File: config.mk
export PLATFORM = sky130hd
export DESIGN_NAME = my_fetch
export DESIGN_NICKNAME = d
export VERILOG_FILES = /design/src/rtl/my_fetch.sv
export SDC_FILE = /design/constraint.sdc
export NUM_CORES = 1
export LEC_CHECK = 0
export BUFFER_PORTS_ARGS = -buffer_cell sky130_fd_sc_hd__buf_2
export CORE_MARGIN = 2
export CORE_UTILIZATION = 50
export CTS_CLUSTER_DIAMETER = 150
export DETAILED_ROUTE_END_ITERATION = 12
export MAX_ROUTING_LAYER = met4
export PLACE_DENSITY = 0.84
export SETUP_SLACK_MARGIN = 0.02
export SYNTH_ARGS = -nofsm -noshare
export SYNTH_HDL_FRONTEND = slang
export SYNTH_SLANG_ARGS = --single-unit
File: constraint.sdc
create_clock -name clk -period 2.4 [get_ports clk]
set_input_delay 0.12 -clock clk [delete_from_list [all_inputs] [get_ports clk]]
set_output_delay 0.12 -clock clk [all_outputs]
set_load 0.005 [all_outputs]
File: src/rtl/my_fetch.sv
// Single-entry instruction fetch stage: registered PC drives a combinational imem,
// the fetched word is held in a fetch/decode register under valid/ready handshake.
module my_fetch #(
  parameter logic [31:0] RESET_PC = 32'h0000_0000,
  parameter logic [31:0] NOP_INST = 32'h0000_0013
) (
  input  logic        clk,
  input  logic        rst,
  input  logic        start,
  output logic [31:0] imem_addr,
  input  logic [31:0] imem_inst,
  input  logic        redirect_valid,
  input  logic [31:0] redirect_pc,
  output logic        out_valid,
  input  logic        out_ready,
  output logic [31:0] out_pc,
  output logic [31:0] out_inst,
  output logic        misalign,
  output logic [31:0] fetch_cnt
);

  typedef enum logic [1:0] {
    S_IDLE,
    S_RUN,
    S_HALT
  } state_t;

  state_t      r_state;
  logic [31:0] r_pc;
  logic        r_out_valid;
  logic [31:0] r_out_pc;
  logic [31:0] r_out_inst;
  logic        r_misalign;
  logic [31:0] r_fetch_cnt;

  state_t      w_state;
  logic [31:0] w_pc;
  logic        w_out_valid;
  logic [31:0] w_out_pc;
  logic [31:0] w_out_inst;
  logic        w_misalign;
  logic [31:0] w_fetch_cnt;
  logic        w_hs;
  logic        w_adv;

  always_comb begin
    w_state     = r_state;
    w_pc        = r_pc;
    w_out_valid = r_out_valid;
    w_out_pc    = r_out_pc;
    w_out_inst  = r_out_inst;
    w_misalign  = r_misalign;
    w_hs        = r_out_valid && out_ready;
    w_adv       = !r_out_valid || out_ready;
    // A handshake is counted even when a redirect flushes the entry in the same cycle.
    w_fetch_cnt = r_fetch_cnt + {31'b0, w_hs};

    case (r_state)
      S_IDLE: begin
        w_out_valid = 1'b0;
        w_pc        = RESET_PC;
        if (start) w_state = S_RUN;
      end
      S_RUN: begin
        if (redirect_valid) begin
          w_out_valid = 1'b0;
          w_out_inst  = NOP_INST;
          if (redirect_pc[1:0] != 2'b00) begin
            w_state    = S_HALT;
            w_misalign = 1'b1;
          end else begin
            w_pc = redirect_pc;
          end
        end else if (w_adv) begin
          w_out_inst  = imem_inst;
          w_out_pc    = r_pc;
          w_out_valid = 1'b1;
          w_pc        = r_pc + 32'd4;
        end
      end
      S_HALT: begin
        w_out_valid = 1'b0;
      end
      default: begin
        w_state     = S_IDLE;
        w_out_valid = 1'b0;
      end
    endcase
  end

  always_ff @(posedge clk) begin
    if (rst) begin
      r_state     <= S_IDLE;
      r_pc        <= RESET_PC;
      r_out_valid <= 1'b0;
      r_out_pc    <= '0;
      r_out_inst  <= NOP_INST;
      r_misalign  <= 1'b0;
      r_fetch_cnt <= '0;
    end else begin
      r_state     <= w_state;
      r_pc        <= w_pc;
      r_out_valid <= w_out_valid;
      r_out_pc    <= w_out_pc;
      r_out_inst  <= w_out_inst;
      r_misalign  <= w_misalign;
      r_fetch_cnt <= w_fetch_cnt;
    end
  end

  assign imem_addr = r_pc;
  assign out_valid = r_out_valid;
  assign out_pc    = r_out_pc;
  assign out_inst  = r_out_inst;
  assign misalign  = r_misalign;
  assign fetch_cnt = r_fetch_cnt;

endmodule

==> impl_metrics.py <==
metrics = {
    "logic_synthesis": {
        "ys_warn_count": 0,
        "synth_xor_area_share_pct": 4.84,
        "synthMuxAreaShare_pct": 0.367,
        "synth_cell_types": 54,
        "synthArstFlopShare_pct": 0,
        "synth_area_leader_cell": "dfxtp_1",
        "synthCells": 698,
        "synth_nets": 770,
        "syn_area_mm2": 0.00580,
        "synth_area_per_cell_um2": 8.30,
        "synthAdderAreaFrac_pct": 0.648,
        "synth_common_cells": "dfxtp_1 (132), nor2_1 (92), nand2_1 (90), a21oi_1 (53), a22oi_1 (44)",
        "ys_top_cells_by_area": "dfxtp_1 (46%), nor2_1 (6.0%), nand2_1 (5.8%)",
        "synth_edf_count": 0,
        "synth_most_common_cell": "dfxtp_1",
        "synth-compound-area-share_pct": 17.0,
        "yosysSeqAreaShare_pct": 45.6,
        "synth-simple-area-share_pct": 27.5,
        "synth_top_family_by_area": "simple AND/OR/NAND/NOR gates",
        "synth_top_area_share_pct": 45.6,
        "ys_ff_latch": 132,
        "synthFlopType": "dfxtp_1",
    },
    "grt": {
        "grt_pass1_wl_um": 27900,
        "first_global_vias": 5752,
        "overflow": 0,
        "antenna_found_initial": 0,
        "grt_max_degree": 78,
        "grt_use_total_pct": 28.4,
    },
    "placed_design": {
        "portBuffers": 198,
        "dp_hpwl_um": 11100,
        "gp_congestion": 0.886,
        "detailedPlace.worstSlack_ns": 0.168,
    },
    "critical_path": {
        "crit_arrival_ns": 2.53,
        "start_kind": "flip-flop",
        "crit_path_max_fanout": 7,
        "cp-end-kind": "flip-flop",
        "critPathRequiredTime_ns": 2.68,
        "reg2reg_slack_ns": 0.15,
        "path_class": "flip-flop to flip-flop",
    },
    "power_and_ir_drop": {
        "p_leak_nw": 3.42,
        "irDropWorstVdd_mv": 0.487,
        "p_per_area_mw_per_mm2": 668,
    },
    "clock_tree": {
        "cts_root_buf": "clkbuf_16",
        "clk_latency_ns": 0.42,
        "cts-htree-levels": 4,
        "clock_path_buffers": 2,
        "cts_num_sinks": 132,
        "postCtsSetupRepairBufs": 0,
        "clk_pin_slew_ns": 0.06,
        "numCtsBuffers": 17,
        "cts_tree": "built",
    },
    "floorplan": {
        "core_mm2": 0.0114,
        "row_count": 39,
        "dieHeight_um": 112,
        "io_pins": 199,
        "die_x_um": 112,
        "die_area_mm2": 0.0125,
        "start_util_pct": 51.0,
    },
    "routing": {
        "drc_errors": 0,
        "drt_iter0_drc": 416,
        "routed_wl_um": 17400,
        "antenna_left": 0,
        "drt_first_pass_iters": 7,
        "avgRoutedWirePerCell_um": 16.0,
        "num_vias": 6113,
        "met1_length_um": 7230,
        "wl_met3_um": 1250,
        "wl_met2_um": 8360,
        "via_per_inst": 5.63,
        "top_layer": "met4",
    },
    "outcome": {
        "status": "finished with violations",
        "violations": "negative hold slack",
    },
    "cells_and_area": {
        "finalNetCount": 1002,
        "areaGrowthSynthToFinish_pct": 37.2,
        "diodes": 0,
        "drive_gt1_share_pct": 28.0,
        "post-route-util_pct": 69.9,
    },
    "sta": {
        "worstMarginPinSlew_ns": 0.890,
        "setup_viol_count_final": 0,
        "period_minus_slack_ns": 2.25,
        "max_freq_mhz": 445,
        "drv_slew": 0,
        "finalHoldViolCount": 1,
        "min_period_over_period_pct": 93.7,
        "finalSetupTns_ns": 0,
        "whs_ns": -0.0000785,
        "relSlewSlack_pct": 40.4,
        "setup_ws_ns": 0.152,
        "fin_skew_ns": 0.00771,
        "rsz0062_at_grt": "yes",
    },
    "worst_hold_path": {
        "min_path_type": "input pin to flip-flop",
    },
    "flow_run": {
        "maxCapViolations": 0,
    },
}
==> metrics by stage <==
| step | power [mW] | hold slack, ns | cell area (um^2) | std cells |
|---|---|---|---|---|
| floorplan | 2.54 | 0.229 | 5800 | 698 |
| global placement | 2.71 | 0.325 | 6920 | 1011 |
| detailed placement | 2.72 | 0.331 | 6920 | 1011 |
| CTS | 5.32 | 0.000537 | 7940 | 1086 |
| global route | 5.50 | 0.0201 | 7950 | 1086 |
| finish | 5.31 | -0.0000785 | 7950 | 1086 |
==> timing repair <==
action / in CTS / in global routing
hold endpoints to repair: 43 / 0
gates resized for setup: 0 / 1
hold buffers: 43 / 0
setup endpoints to repair: 0 / 1
==> critical path, cell delays in order, from the launching register on <==
cell and delay, ns:
dfxtp_1 0.35, and2_1 0.14, ha_1 0.21, ha_1 0.25, inv_1 0.08, or4_4 0.61, nor4_4 0.28, xnor2_1 0.14
nor2_1 0.05
==> area by class of cell <==
| cell class | instances | area [um^2] |
|---|---|---|
| fill | 905 | 3420 |
| multi-input combinational | 509 | 2930 |
| sequential | 132 | 2640 |
| timing repair buffer | 258 | 1560 |
| clock buffer | 23 | 488 |
| tap | 143 | 179 |
| clock inverter | 9 | 101 |
| inverter | 12 | 45.0 |
==> layer usage <==
layer / vias to the layer above / track usage (%)
met2: 297 / 44.4
li1: 2941 / -
met1: 2828 / 34.8
met4: 0 / 13.7
met3: 47 / 6.21
met5: - / -
==> logic make-up after synthesis <==
kind of cell | count (synthesis)
mux | 2
xor+xnor | 32
simple gates | 313
flops | 132
buf+inv | 57
compound gates | 159
fa+ha+maj | 3
==> sequential cells by signal, indices dropped and copies added, names as in the netlist <==
signal     flops
misalign       1
r_state        2
imem_addr     32
fetch_cnt     32
out_valid      1
out_inst      32
out_pc        32
==> worst paths after layout <==
kind,startpoint,to,depth (start not counted)
worst min register to register,out_pc[17],out_pc[17],2
worst max-delay path,out_valid,fetch_cnt[30],8
worst min-delay path,imem_inst[13],out_inst[13],3
worst max register to register,out_valid,fetch_cnt[30],8
==> power by group <==
part           internal (mW)  total, mW  leakage, nW  switching (mW)
Sequential              2.24       2.28         1.07          0.0452
Clock                   1.63       2.57        0.293           0.938
Combinational          0.204      0.457         2.06           0.254
Total                   4.07       5.31         3.42            1.24
==> cells in the final DEF, fill, tap and decap left out, types with 3 or more instances in the layout <==
cell type      netlist  final
a21oi_1             53     53
a22oi_1             44     44
a31oi_1              5      5
and2_1               4      4
and3_1               9      9
and4_1               6      6
buf_2                9    197
buf_4                0     17
clkbuf_16            0     17
clkbuf_8             0      4
clkinv_2             0      5
dfxtp_1            132    132
dlygate4sd3_1        0     43
ha_1                 3      3
inv_1               12     12
nand2_1             90     90
nand2b_1             7      7
nand3_1             29     29
nand4_1             18     18
nor2_1              92     92
nor2b_1              6      6
nor3_1              15     13
nor3_2               2      4
nor4_1               8      8
nor4_2               3      3
o21ai_0             31     31
o22ai_1              7      7
o31ai_1              3      3
o32ai_1              4      4
or3_1                5      5
or4_1                3      3
xnor2_1             13     13
xor2_1              19     19
Power figures use the tool's default switching activity.
